**config.mk**
```make
export PLATFORM = sky130hd
export DESIGN_NAME = register_8bit_flat
export DESIGN_NICKNAME = d
export VERILOG_FILES = /design/src/rtl/register_8bit_if.sv /design/src/rtl/register_8bit.sv /design/src/flat_wrapper.sv
export SDC_FILE = /design/constraint.sdc
export NUM_CORES = 1
export LEC_CHECK = 0
export BUFFER_PORTS_ARGS = -buffer_cell sky130_fd_sc_hd__buf_4
export CORE_MARGIN = 2
export CORE_UTILIZATION = 52
export CTS_CLUSTER_DIAMETER = 30
export CTS_CLUSTER_SIZE = 14
export DETAILED_ROUTE_END_ITERATION = 10
export PLACE_DENSITY = 0.82
export SLEW_MARGIN = 20
export SYNTH_ARGS = -nofsm -noshare
export SYNTH_HDL_FRONTEND = slang
export SYNTH_SLANG_ARGS = --single-unit
```
**constraint.sdc**
```tcl
create_clock -name clk -period 1.7 [get_ports clk]
set_clock_uncertainty 0.15 [all_clocks]
set_input_delay 0.255 -clock clk [delete_from_list [all_inputs] [get_ports clk]]
set_output_delay 0.255 -clock clk [all_outputs]
set_load 0.03 [all_outputs]
```
**src/rtl/register_8bit_if.sv**
```systemverilog
// Byte-serializer bus: wide input word in, registered byte and tally out.
// The master drives the word; the slave (serializer) drives the outputs.
interface register_8bit_if #(
   parameter int DATA_W = 64,
   parameter int BYTE_W = 8
);
   logic [DATA_W-1:0] data_stream;
   logic [BYTE_W-1:0] q;
   logic [7:0]        count;

   modport master (
      output data_stream,
      input  q,
      input  count
   );

   modport slave (
      input  data_stream,
      output q,
      output count
   );
endinterface

```
**src/rtl/register_8bit.sv**
```systemverilog
// Byte-serializing register: captures a wide word every NBYTES cycles
// and emits it LSB byte first, one byte per clock, with a wrapping tally.
module register_8bit #(
   parameter int DATA_W = 64,
   parameter int BYTE_W = 8
) (
   input  logic              clk,
   input  logic              rst,
   register_8bit_if.slave    bus
);
   localparam int NBYTES = DATA_W / BYTE_W;
   localparam int IDX_W  = (NBYTES > 1) ? $clog2(NBYTES) : 1;
   localparam logic [IDX_W-1:0] IDX_LAST = IDX_W'(NBYTES - 1);

   logic [DATA_W-1:0] sreg_q, sreg_d;
   logic [BYTE_W-1:0] q_q, q_d;
   logic [IDX_W-1:0]  idx_q, idx_d;
   logic [7:0]        count_q, count_d;

   // Frame start loads the new word; other slots shift the held word down.
   always_comb begin
      sreg_d  = sreg_q;
      q_d     = q_q;
      idx_d   = idx_q;
      count_d = count_q + 8'd1;
      if (idx_q == '0) begin
         q_d    = bus.data_stream[BYTE_W-1:0];
         sreg_d = bus.data_stream >> BYTE_W;
      end else begin
         q_d    = sreg_q[BYTE_W-1:0];
         sreg_d = sreg_q >> BYTE_W;
      end
      if (idx_q == IDX_LAST) begin
         idx_d = '0;
      end else begin
         idx_d = idx_q + 1'b1;
      end
   end

   // State registers with immediate clear while reset is low.
   always_ff @(posedge clk or negedge rst) begin
      if (!rst) begin
         sreg_q  <= '0;
         q_q     <= '0;
         idx_q   <= '0;
         count_q <= '0;
      end else begin
         sreg_q  <= sreg_d;
         q_q     <= q_d;
         idx_q   <= idx_d;
         count_q <= count_d;
      end
   end

   assign bus.q     = q_q;
   assign bus.count = count_q;
endmodule

```
**src/flat_wrapper.sv**
```systemverilog
// flat-port wrapper written by rule: the top's interface ports become plain ports
module register_8bit_flat 
#(
   parameter int DATA_W = 64,
   parameter int BYTE_W = 8
)
  (clk, rst, bus_data_stream, bus_q, bus_count);
  register_8bit_if #(.DATA_W(DATA_W), .BYTE_W(BYTE_W)) bus_i ();
  input  logic clk;
  input  logic rst;
  input wire logic [$bits(bus_i.data_stream)-1:0] bus_data_stream;
  output wire logic [$bits(bus_i.q)-1:0] bus_q;
  output wire logic [$bits(bus_i.count)-1:0] bus_count;
  assign bus_i.data_stream = bus_data_stream;
  assign bus_q = bus_i.q;
  assign bus_count = bus_i.count;
  register_8bit #(.DATA_W(DATA_W), .BYTE_W(BYTE_W)) u_core (.clk(clk), .rst(rst), .bus(bus_i));
endmodule
```
== Yosys cells after proc, flatten, opt, wreduce, memory -nomap -nowiden ==
Cells that the tools add are included.
Widths: inputs -> output; s select.
Storage, ports and cells
  register bits after elaboration: 83
  output and inout bits: 16
  logic and storage cells: 11
  input port bits: 66
Operators by class
  reductions and logical operators: 1
  add/subtract/negate cells: 2
  multiplexer cells: 3
  equal/unequal tests: 1
Operators by type and width (number)
  $mux 56: 1
  $add 8x1->8 const B: 1
  $mux 8: 1
  $add 3x1->3 const B: 1
  $eq 3x3->1 const B: 1
  $logic_not 3->1: 1
  $mux 3: 1

== Longest topological paths before layout ==
Gate-level depths: netlist of the first run.
  depth after elaboration: 2
  depth in mapped cells: 6
  gate-level depth less buffers: 4

== Worst setup path before layout of the first run ==
No wires, ideal clock.
  kind: register to register
  from: register u_core.idx_q[0]
  to: register u_core.q_q[3] (netlist: u_core.bus.q[3])
  period minus slack after synthesis: 1.554 ns
  cell stages (with the launch flop): 7
  setup slack: 0.146 ns
  setup time: 0.125 ns
  data required time: 1.425 ns
  data arrival time: 1.279 ns
  buffers on the path: 2
  cell sequence: dfrtp_1 inv_1 ha_1 nor2b_4 buf_12 buf_12 mux2_4
On the way
  word-level cells in the longest chain between the ends: 2
RTL lines
  start: declaration: RTL line register_8bit.sv:17  | logic [IDX_W-1:0] idx_q, idx_d;
  start signal: assignment: RTL line register_8bit.sv:50  | idx_q <= idx_d;
  $logic_not 3->1: RTL line register_8bit.sv:26  | if (idx_q == '0) begin
  $mux 8: RTL line register_8bit.sv:26
  net u_core.q_d[3]: RTL line register_8bit.sv:16  | logic [BYTE_W-1:0] q_q, q_d;
  end signal: assignment: RTL line register_8bit.sv:49  | q_q <= q_d;
  end: declaration: RTL line register_8bit.sv:16
The timed path passes the listed nets, and every way through them passes these cells.

== Worst setup path after layout of the first run ==
  from: register u_core.idx_q[0]
  to: register u_core.q_q[1] (netlist: u_core.bus.q[1])
The elaborated chain is that of the path after synthesis.

==> metrics.md, run 1 <==
| Metric | Value |
|---|---|
| Root Buffer | clkbuf_8 |
| Cell taking the most area after synthesis | dfrtp_1 |
| Reg2reg setup slack | -20 ps |
| Worst-Skew Late Latency | 340 ps |
| Diode count | 0 |
| Number of H-tree levels | 3 |
| Remaining global-route overflow | 0 |
| TritonCTS Buffers | 9 |
| HPWL after detailed placement | ~3500 microns |
| CTS clk-pin slew, worst paths | around 80 ps |
| Failing checks | negative setup slack |
| Syn avg cell area | 18.0 sq um |
| CP max stage delay | 420 ps |
| Post-synth ARST share | 1.00 |
| RSZ-0062 raised after global routing | yes |
| Vias in the first global route | roughly 2100 |
| Slew HR | 0.821 |
| Critical path launch point type | flop |
| HP Class | in -> reg |
| Core ar. | 5610 sq um |
| Final hold violations | 0 |
| Finished Cell Area | 4650 sq um |
| Post-Synthesis Net Count | between 200 and 250 |
| Synth unique cells | 17 |
| CP endpoint kind | flop |
| Port Buffers | 81 |
| Largest net degree at the start of global routing | 50 |
| Initial antenna violation count | 0 |
| Vias per inst | 4.73 |
| CTS Sinks | 75 |
| CP startpoint | u_core.idx_q[0] |
| # DRC | 0 |
| Cell Area, Placed | between 3000 and 4000 sq um |
| Final WS setup | -16.0 ps |
| Placer congestion estimate | 0.699 |
| Slowest CP cell | dfrtp_1 |
| Chip height | 80.7 microns |
| Area contributors post-synth | dfrtp_1 (61%), mux2_4 (26%), buf_12 (3.9%), and2_1 (1.6%), ha_1 (1.6%) |
| Worst r2r src | u_core.idx_q[0] |
| Pwr Density | 785 nW/um^2 |
| Row count | 27 |
| Seq/Total Area, Yosys | 0.613 |
| VDD IR max | 0.524 mV |
| Worst Max-Slew Pin Slew | 268 ps |
| CTS Buffer Depth | 2 |
| Required @ worst endpoint | 1780 ps |
| Yosys top cell area share | 0.613 |
| First-pass GRT wire length | 9590 microns |
| DRT Wirelength | between 6000 and 7000 microns |
| Hold WS | 18.6 ps |
| Setup crit end | u_core.bus.q[1] |
| Max-cap check violation count | 0 |
| CP Max Fanout | 11 |
| Initial DRC count | 88 |
| CTS tree | built |
| Crit path DAT | 1790 ps |
| Fill count | 296 |
| Post-synth EDFFs | 0 |
| DR pass1 iterations | 4 |
| Synth Instances | 170 |
| Area grow syn2layout | 52.1% |
| Crit Path Class | reg -> reg |
| Die W | 80.7 microns |
| Final Max Tran Viols | 0 |
| Die ar. | 6510 sq um |
| GRT Util Overall | 0.207 |
| Reg2Reg Depth | 6 |
| Initial Util | 0.546 |
| Leading cell type by number of instances after synthesis | dfrtp_1 |
| Avg WL per Cell | between 15 and 20 microns |
| Min cycle time layout | around 1700 ps |
| Crit-path cells | inv_1 > ha_1 > nor2b_4 > buf_4 > buf_8 > mux2_2 |
| Post-route ant nets | 0 |
| Ratio of cells with drive above 1 in the final layout | 0.494 |
| Commonest cells in the netlist | dfrtp_1 (75), mux2_4 (52), and2_1 (8) |
| Leak Pwr | 2.22 nW |
| FF+latch count, synth | 75 |
| Netlist Area Pre-Place | 3060 sq um |
| Reg-to-reg critical path endpoint | u_core.bus.q[1] |
| Synthesis Warnings | 0 |
| Final setup fails | 10 |
| Synth Flop Type | dfrtp_1 |
| Num ports | 82 |
| Final worst-path cycle share | 1.01 |
| # nets final | 403 |
| Status | finished, violations left |
| Vias | 1939 |
| F_max | 583 MHz |
## cells in the final DEF (no fill, tap or decap), drive strengths merged
cell type and count:
and2 8, and3 1, buf 93, bufinv 1, clkbuf 13, clkinv 3
clkinvlp 1, dfrtp 75, dlygate4sd3 64, ha 4, inv 3, mux2 56
nand2 2, nand3 3, nor2 2, nor2b 2, nor3 1, xnor2 3
xor2 3
## routing by layer
layer / GRT usage / routed length, microns
met3: 0.0539 / 418
met2: 0.386 / 3670
met1: 0.206 / 2460
met5: 0 / 0
met4: 0.117 / 172
## worst max-delay path, delay by kind of cell, from the launching register on
| kind | cells | cell delay, ps |
|---|---|---|
| fa+ha+maj | 1 | 130 |
| buf+inv | 3 | 380 |
| simple gates | 1 | 170 |
| flops | 1 | 420 |
| mux | 1 | 350 |
## power by group
group	internal [W]	switching, W	total [W]	leakage [nW]
Sequential	0.00186	0.0000235	0.00188	0.881
Combinational	0.000291	0.000130	0.000421	1.24
Clock	0.000711	0.000636	0.00135	0.0991
## worst min-delay path by stage
stage	cells past startpoint	start	to	slack (ps)
after floorplan	0	rst	u_core.bus.count[0]	-190
after global placement	1	rst	u_core.sreg_q[7]	-70
after detailed placement	1	rst	u_core.sreg_q[7]	-70
after CTS	2	bus_data_stream[0]	u_core.bus.q[0]	7
after global routing	2	bus_data_stream[0]	u_core.bus.q[0]	4
final	2	bus_data_stream[0]	u_core.bus.q[0]	20
## state kept, by name (all words and copies together), names as in the netlist
register          cells
u_core.bus.q          8
u_core.bus.count      8
u_core.sreg_q        56
u_core.idx_q          3
## metrics by stage
| stage | total power, W | TNS [ps] | utilization | instances | setup WS, ps |
|---|---|---|---|---|---|
| finish | 0.00365 | -74.9 | 0.830 | 410 | -16.0 |
| global route | 0.00380 | -1810 | 0.830 | 410 | -72.5 |
| CTS | 0.00366 | 0 | 0.807 | 401 | 8.00 |
| detailed placement | 0.00221 | 0 | 0.658 | 321 | 16.0 |
| global placement | 0.00220 | 0 | 0.658 | 321 | 66.4 |
| floorplan | 0.00202 | 0 | - | 170 | 146 |
## logic make-up (layout without fill, tap and decap cells)
family	after synthesis	in the layout	share of synthesized area
adder cells (fa/ha/maj)	4	4	0.0164
buffers and inverters	10	178	0.0466
multiplexers	56	56	0.270
XOR/XNOR	6	6	0.0172
flip-flops	75	75	0.613
AND/OR/NAND/NOR	19	19	0.0364
## cell type report
cell class	count	area, sq um	share of cell area
sequential	75	1880	0.403
clock buffer	11	141	0.0304
clock inverter	5	52.6	0.0113
multi-input combinational	85	1040	0.224
timing repair buffer	159	1440	0.310
tap	72	90.1	0.0194
inverter	3	11.3	0.00242
## timing repair
item | in CTS | in global routing
hold buffers | 64 | 0
gates resized for setup | 0 | 4
buffers inserted | 0 | 4
endpoints found under the setup margin | 0 | 49
endpoints found under the hold margin | 138 | 0
Note: power is estimated with default switching activity, not from simulation.
==> run 2: changes to the inputs <==
--- a/config.mk
+++ b/config.mk
@@ -7,11 +7,11 @@
 export LEC_CHECK = 0
 export BUFFER_PORTS_ARGS = -buffer_cell sky130_fd_sc_hd__buf_4
 export CORE_MARGIN = 2
-export CORE_UTILIZATION = 52
+export CORE_UTILIZATION = 56
 export CTS_CLUSTER_DIAMETER = 30
 export CTS_CLUSTER_SIZE = 14
 export DETAILED_ROUTE_END_ITERATION = 10
-export PLACE_DENSITY = 0.82
+export PLACE_DENSITY = 0.87
 export SLEW_MARGIN = 20
 export SYNTH_ARGS = -nofsm -noshare
 export SYNTH_HDL_FRONTEND = slang
==> constraint.sdc (replaced) <==
create_clock -name clk -period 2 [get_ports clk]
set_clock_uncertainty 0.15 [all_clocks]
set_input_delay 0.3 -clock clk [delete_from_list [all_inputs] [get_ports clk]]
set_output_delay 0.3 -clock clk [all_outputs]
set_load 0.03 [all_outputs]
==> metrics.md, run 2 (synthesis gave the netlist of run 1 again) <==
| Metric | Value |
|---|---|
| CTS Sinks | 75 (unchanged) |
| Final setup fails | 0 (-10) |
| F_max | 576 MHz (-1.1%) |
| Reg2Reg Depth | 5 (-1) |
| Reg2reg setup slack | 260 ps (+280 ps) |
| Die W | 77.9 microns (-3.5%) |
| CTS tree | built |
| Diode count | 0 (unchanged) |
| VDD IR max | 0.471 mV (-10%) |
| Min cycle time layout | 1740 ps (+19.9 ps) |
| Leak Pwr | 1.90 nW (-14%) |
| Chip height | 77.9 microns (-3.5%) |
| CP startpoint | u_core.idx_q[0] |
| Status | complete, no violations |
| Critical path launch point type | flop |
| Worst-Skew Late Latency | 330 ps (about the same) |
| Net Sw Frac | 0.202 (-0.0144) |
| Finished Cell Area | 3910 sq um (-16%) |
| Initial DRC count | 65 (-26%) |
| CTS Hold Bufs | 1 (-98%) |
| Die ar. | 6070 sq um (-6.8%) |
| Clock share of power | 0.368 (about the same) |
| Crit Path Class | reg -> reg |
| Slowest CP cell | dfrtp_1 |
| # DRC | 0 (unchanged) |
| CP endpoint kind | flop |
| Ratio of cells with drive above 1 in the final layout | 0.592 (+0.0977) |
| Pwr Density | 749 nW/um^2 (-4.6%) |
| Commonest non-fill, non-tap cells in the layout | buf_4 (84), dfrtp_1 (75), mux2_4 (52), clkbuf_8 (13), and2_1 (8) |
| Num ports | 82 (unchanged) |
| Number of post-CTS setup repair buffers | 0 (unchanged) |
| Vias per inst | 4.82 (+2.0%) |
| GRT Util Overall | 0.182 (-0.0246) |
| Worst r2r src | u_core.idx_q[0] |
| Most common cell after layout, fill and taps aside | buf_4 |
| CTS Buffer Depth | 2 (unchanged) |
| Crit-path cells | inv_1 > ha_1 > nor2b_4 > buf_12 > mux2_2 |
| DR pass1 iterations | 4 (unchanged) |
| HP Class | in -> reg |
| # nets final | 332 (-18%) |
| TritonCTS Buffers | 9 (unchanged) |
| Avg WL per Cell | 14.5 microns (-12%) |
| Final hold violations | 0 (unchanged) |
| DRT Wirelength | 4880 microns (-27%) |
| Seq pwr share | 0.547 (+0.031) |
| CTS clk-pin slew, worst paths | 70 ps (about the same) |
| Vias in the first global route | 1797 (-14%) |
| Hold Crit Depth | 2 (unchanged) |
| Slew HR | 0.686 (-0.135) |
| Max FFs per register | 56 (unchanged) |
| Post-route ant nets | 0 (unchanged) |
| Required @ worst endpoint | 2060 ps (+280 ps) |
| Placer congestion estimate | 0.761 (+8.9%) |
| CP max stage delay | 400 ps (-20 ps) |
| Comb pwr share | 0.086 (-0.029) |
| Crit path DAT | 1800 ps (about the same) |
| Worst Max-Slew Pin Slew | 471 ps (+203 ps) |
| Final Max Tran Viols | 0 (unchanged) |
| Cell Area, Placed | 3710 sq um (+0.47%) |
| Core ar. | 5200 sq um (-7.2%) |
| Initial Util | 0.588 (+0.0422) |
| Initial antenna violation count | 0 (unchanged) |
| Net Switching | 0.000591 W (-25%) |
| Largest net degree at the start of global routing | 39 (-22%) |
| Max-cap check violation count | 0 (unchanged) |
| Setup_tns | 0 ps (+74.9 ps) |
| Number of H-tree levels | 3 (unchanged) |
| Vias | 1626 (-16%) |
| P_int | 0.00233 W (-18%) |
| Root Buffer | clkbuf_8 |
| Final worst-path cycle share | 0.868 (-0.141) |
| Area grow syn2layout | 27.7% |
| Largest reg by FF count | u_core.sreg_q |
| Post-CTS Resized | 0 (unchanged) |
| RSZ-0062 raised after global routing | no |
| Remaining global-route overflow | 0 (unchanged) |
| CP Max Fanout | 37 (+26) |
| HPWL after detailed placement | 3510 microns (about the same) |
| First-pass GRT wire length | 8270 microns (-14%) |
| Row count | 26 (-3.7%) |
| Hold Crit Start | bus_data_stream[58] |
| Port Buffers | 81 (unchanged) |
[run 2: final cells by class]
cell class                      count  area [sq um]
Clock buffer                       15           186
Clock inverter                      1          5.00
Fill cell                         350          1300
Inverter                            3          11.3
Multi-Input combinational cell     85          1040
Sequential cell                    75          1880
Tap cell                           70          87.6
Timing Repair Buffer               88           701
[run 2: critical path, delay by kind of cell (launching register included)]
kind	cells	cell delay [ps]
flops	1	400
mux	1	370
buf+inv	2	340
simple gates	1	200
fa+ha+maj	1	140
[run 2: worst paths after layout]
kind	endpoint
worst max-delay path	u_core.bus.q[7]
worst min-delay path	u_core.sreg_q[50]
worst max register to register	u_core.bus.q[7]
worst min register to register	u_core.idx_q[0]
max in group asynchronous	u_core.sreg_q[41]
min in group asynchronous	u_core.sreg_q[26]
[run 2: power by group through the flow]
| stage | clock network, W | logic [W] | registers (W) |
|---|---|---|---|
| 2_1_floorplan | 0 | 0.0000805 | 0.00164 |
| 3_3_place_gp | 0 | 0.000246 | 0.00162 |
| 3_5_place_dp | 0 | 0.000254 | 0.00163 |
| 4_1_cts | 0.00112 | 0.000256 | 0.00160 |
| 5_1_grt | 0.00119 | 0.000272 | 0.00160 |
| 6_report | 0.00108 | 0.000251 | 0.00160 |
[run 2: per-layer routing]
layer | share of wire | routed length (microns) | GRT usage
met5 | 0 | 0 | 0
met4 | 0.018 | 90 | 0.105
met3 | 0.078 | 381 | 0.0453
met2 | 0.49 | 2400 | 0.289
met1 | 0.41 | 2000 | 0.229
[run 2: stage by stage]
step / setup slack [ps] / cells / hold WS (ps) / power [W] / utilization
2_1_floorplan: 446 / 170 / -146 / 0.00172 / -
3_3_place_gp: 318 / 320 / 144 / 0.00187 / 0.712
3_5_place_dp: 267 / 320 / 143 / 0.00188 / 0.712
4_1_cts: 255 / 337 / 3.17 / 0.00298 / 0.751
5_1_grt: 189 / 337 / 5.45 / 0.00306 / 0.751
6_report: 264 / 337 / 25.7 / 0.00293 / 0.751
==> run 3: changes to the inputs <==
--- a/config.mk
+++ b/config.mk
@@ -5,13 +5,14 @@
 export SDC_FILE = /design/constraint.sdc
 export NUM_CORES = 1
 export LEC_CHECK = 0
+export ABC_AREA = 1
 export BUFFER_PORTS_ARGS = -buffer_cell sky130_fd_sc_hd__buf_4
 export CORE_MARGIN = 2
-export CORE_UTILIZATION = 56
+export CORE_UTILIZATION = 55
 export CTS_CLUSTER_DIAMETER = 30
 export CTS_CLUSTER_SIZE = 14
 export DETAILED_ROUTE_END_ITERATION = 10
-export PLACE_DENSITY = 0.87
+export PLACE_DENSITY = 0.86
 export SLEW_MARGIN = 20
 export SYNTH_ARGS = -nofsm -noshare
 export SYNTH_HDL_FRONTEND = slang
==> metrics.md, run 3 <==
| Metric | Value |
|---|---|
| Initial antenna violation count | 0 (unchanged) |
| Fill count | 398 (+14%) |
| Syn avg cell area | 9.38 sq um (-48%) |
| Core ar. | 5140 sq um (-1.2%) |
| Crit path DAT | 1610 ps (-190 ps) |
| Met2 Use GR | 0.384 (+0.0956) |
| Commonest non-fill, non-tap cells in the layout | nand2_1 (123), buf_4 (87), dfrtp_1 (75), nand3_1 (59), inv_1 (15) |
| GRT Util Overall | 0.216 (+0.0338) |
| Post-Synthesis Net Count | 385 (+60%) |
| Number of H-tree levels | 3 (unchanged) |
| Synth unique cells | 12 (-5) |
| GRT Max-Usage Layer | met2 |
| Simple-gate share of the synthesized area | 0.276 (+0.240) |
| CP endpoint kind | flop |
| CTS Hold Bufs | 1 (unchanged) |
| Finished Layout Cells | 471 (+40%) |
| Largest reg by FF count | u_core.sreg_q |
| Ratio of cells with drive above 1 in the final layout | 0.262 (-0.330) |
| Row count | 26 (unchanged) |
| Worst-Skew Late Latency | 340 ps (about the same) |
| CP max stage delay | 400 ps (about the same) |
| Slowest CP cell | dfrtp_1 |
| Yosys top cell area share | 0.635 (+0.0218) |
| Final worst-path cycle share | 0.741 (-0.127) |
| Commonest cells in the netlist | nand2_1 (123), dfrtp_1 (75), nand3_1 (59) |
| DRT Wirelength | 5920 microns (+21%) |
| Pwr Density | 739 nW/um^2 (-1.2%) |
| Overall power | 0.00281 W (-4.0%) |
| HP Class | in -> reg |
| Final setup fails | 0 (unchanged) |
| Post-CTS Resized | 0 (unchanged) |
| Vias | 2363 (+45%) |
| Initial DRC count | 115 (+77%) |
| Chip height | 77.3 microns (-0.80%) |
| Max FFs per register | 56 (unchanged) |
| Crit-path cells | inv_1 > ha_2 > buf_4 > nand3_1 > nand2_1 |
| Compound-Gate Fraction of Synth Area | 0.00339 (+0.00339) |
| Critical path launch point type | flop |
| Netlist Area Pre-Place | 2950 sq um (-3.4%) |
| Leak Pwr | 2.07 nW (+8.8%) |
| Final hold violations | 0 (unchanged) |
| GR met3 Demand/Resource | 0.0541 (+0.00877) |
| Post-route ant nets | 0 (unchanged) |
| Post-Synth XOR/XNOR Area | 0.00889 (-0.00828) |
| Leading cell type by number of instances after synthesis | nand2_1 |
| RSZ-0062 raised after global routing | no |
| Synth Flop Type | dfrtp_1 |
| Port Buffers | 81 (unchanged) |
| Cell Area, Placed | 3620 sq um (-2.3%) |
| Final Max Tran Viols | 0 (unchanged) |
| Area contributors post-synth | dfrtp_1 (64%), nand2_1 (16%), nand3_1 (10%), buf_4 (2.5%), inv_1 (2.0%) |
| CTS clk-pin slew, worst paths | 70 ps (about the same) |
| HPWL after detailed placement | 4000 microns (+14%) |
| Post-synth ARST share | 1.00 (unchanged) |
| Placed insts | 456 (+43%) |
| CTS Buffer Depth | 2 (unchanged) |
| GR Layer Usage met1 | 0.240 (+0.0111) |
| Min cycle time layout | 1480 ps (-254 ps) |
| DR pass1 iterations | 4 (unchanged) |
| Number of post-CTS setup repair buffers | 0 (unchanged) |
| Diode count | 0 (unchanged) |
| Setup_tns | 0 ps (unchanged) |
| TritonCTS Buffers | 9 (unchanged) |
| Avg WL per Cell | 12.6 microns (-13%) |
| Vias per inst | 5.02 (+4.0%) |
| Required @ worst endpoint | 2130 ps (+70 ps) |
| CP Max Fanout | 40 (+8.1%) |
| Num ports | 82 (unchanged) |
| First-pass GRT wire length | 9940 microns (+20%) |
| VDD IR max | 0.520 mV (+11%) |
| Post-synth EDFFs | 0 (unchanged) |
| Synthesis Warnings | 0 (unchanged) |
| Cell taking the most area after synthesis | dfrtp_1 |
| Largest family of logic cells by synthesized area | simple AND/OR/NAND/NOR gates |
| # DRC | 0 (unchanged) |
| CTS tree | built |
| Synth Instances | 315 (+85%) |
| Slew HR | 0.645 (-0.0412) |
| FF+latch count, synth | 75 (unchanged) |
| Die ar. | 5970 sq um (-1.6%) |
| Worst Max-Slew Pin Slew | 533 ps (+61.7 ps) |
| Root Buffer | clkbuf_8 |
| Die W | 77.3 microns (-0.80%) |
| Vias in the first global route | 2388 (+33%) |
| CTS Sinks | 75 (unchanged) |
| Placer congestion estimate | 0.718 (-5.7%) |
| Largest net degree at the start of global routing | 43 (+10%) |
| Initial Util | 0.575 (-0.0130) |
| Max-cap check violation count | 0 (unchanged) |
| Area grow syn2layout | 28.6% |
| Most common cell after layout, fill and taps aside | nand2_1 |
| Crit Path Class | reg -> reg |
| Mux contribution to synthesized area | 0 (-0.270) |
| Status | complete, no violations |
| F_max | 675 MHz (+17%) |
| Post-Synth Adder-Cell Area | 0.0169 (+0.000582) |
| Finished Cell Area | 3800 sq um (-2.8%) |
| Remaining global-route overflow | 0 (unchanged) |
| # nets final | 468 (+41%) |
| Seq/Total Area, Yosys | 0.635 (+0.0218) |
-- run 3: path summary, 6_finish.rpt --
check                               startpoint                end  slack (ps)  depth (start not counted)
setup / recovery               u_core.idx_q[0]   u_core.sreg_q[1]         520                          5
hold / removal             bus_data_stream[57]  u_core.sreg_q[49]          20                          3
setup reg to reg               u_core.idx_q[0]   u_core.sreg_q[1]         520                          5
hold reg to reg               u_core.sreg_q[7]    u_core.bus.q[7]         290                          2
max in group asynchronous                  rst   u_core.sreg_q[3]         810                          3
min in group asynchronous                  rst   u_core.sreg_q[2]         340                          2
-- run 3: area by class of cell --
type | count | area (sq um) | area share
tap | 70 | 87.6 | 0.0231
timing repair buffer | 90 | 703 | 0.185
clock inverter | 3 | 15.0 | 0.00395
multi-input combinational | 206 | 905 | 0.238
inverter | 16 | 60.1 | 0.0158
sequential | 75 | 1880 | 0.494
clock buffer | 11 | 151 | 0.0399
-- run 3: through the flow --
| step | setup WS (ps) | utilization | hold WS, ps |
|---|---|---|---|
| after CTS | 508 | 0.739 | 9.17 |
| after floorplan | 623 | - | -146 |
| after detailed placement | 521 | 0.705 | 170 |
| final | 518 | 0.739 | 21.4 |
| after global placement | 572 | 0.705 | 164 |
| after global routing | 399 | 0.739 | 18.9 |
-- run 3: kinds of logic (layout without fill, tap and decap cells) --
| family | after synthesis | after routing |
|---|---|---|
| xor+xnor | 3 | 3 |
| compound gates | 2 | 2 |
| fa+ha+maj | 4 | 4 |
| buf+inv | 34 | 120 |
| flops | 75 | 75 |
| simple gates | 197 | 197 |
-- run 3: where the power goes --
| group | internal (W) | total, W | switching, W | leakage [nW] |
|---|---|---|---|---|
| registers | 0.00158 | 0.00160 | 0.0000176 | 0.881 |
| logic | 0.000119 | 0.000219 | 0.0000999 | 1.10 |
| clock network | 0.000497 | 0.000992 | 0.000495 | 0.0908 |
| total | 0.00220 | 0.00281 | 0.000612 | 2.07 |
-- run 3: worst max-delay path: cells and delay by family, from the launching register on --
family / cells / cell delay [ps]
adders and majority gates: 1 / 200
buffers and inverters: 2 / 440
and+or+nand+nor: 2 / 230
DFF: 1 / 400
-- run 3: metal layers --
metal | vias up | routed length [microns]
met2 | 84 | 2990
li1 | 1143 | -
met4 | 0 | 125
met1 | 1124 | 2350
met5 | - | 0
met3 | 12 | 445
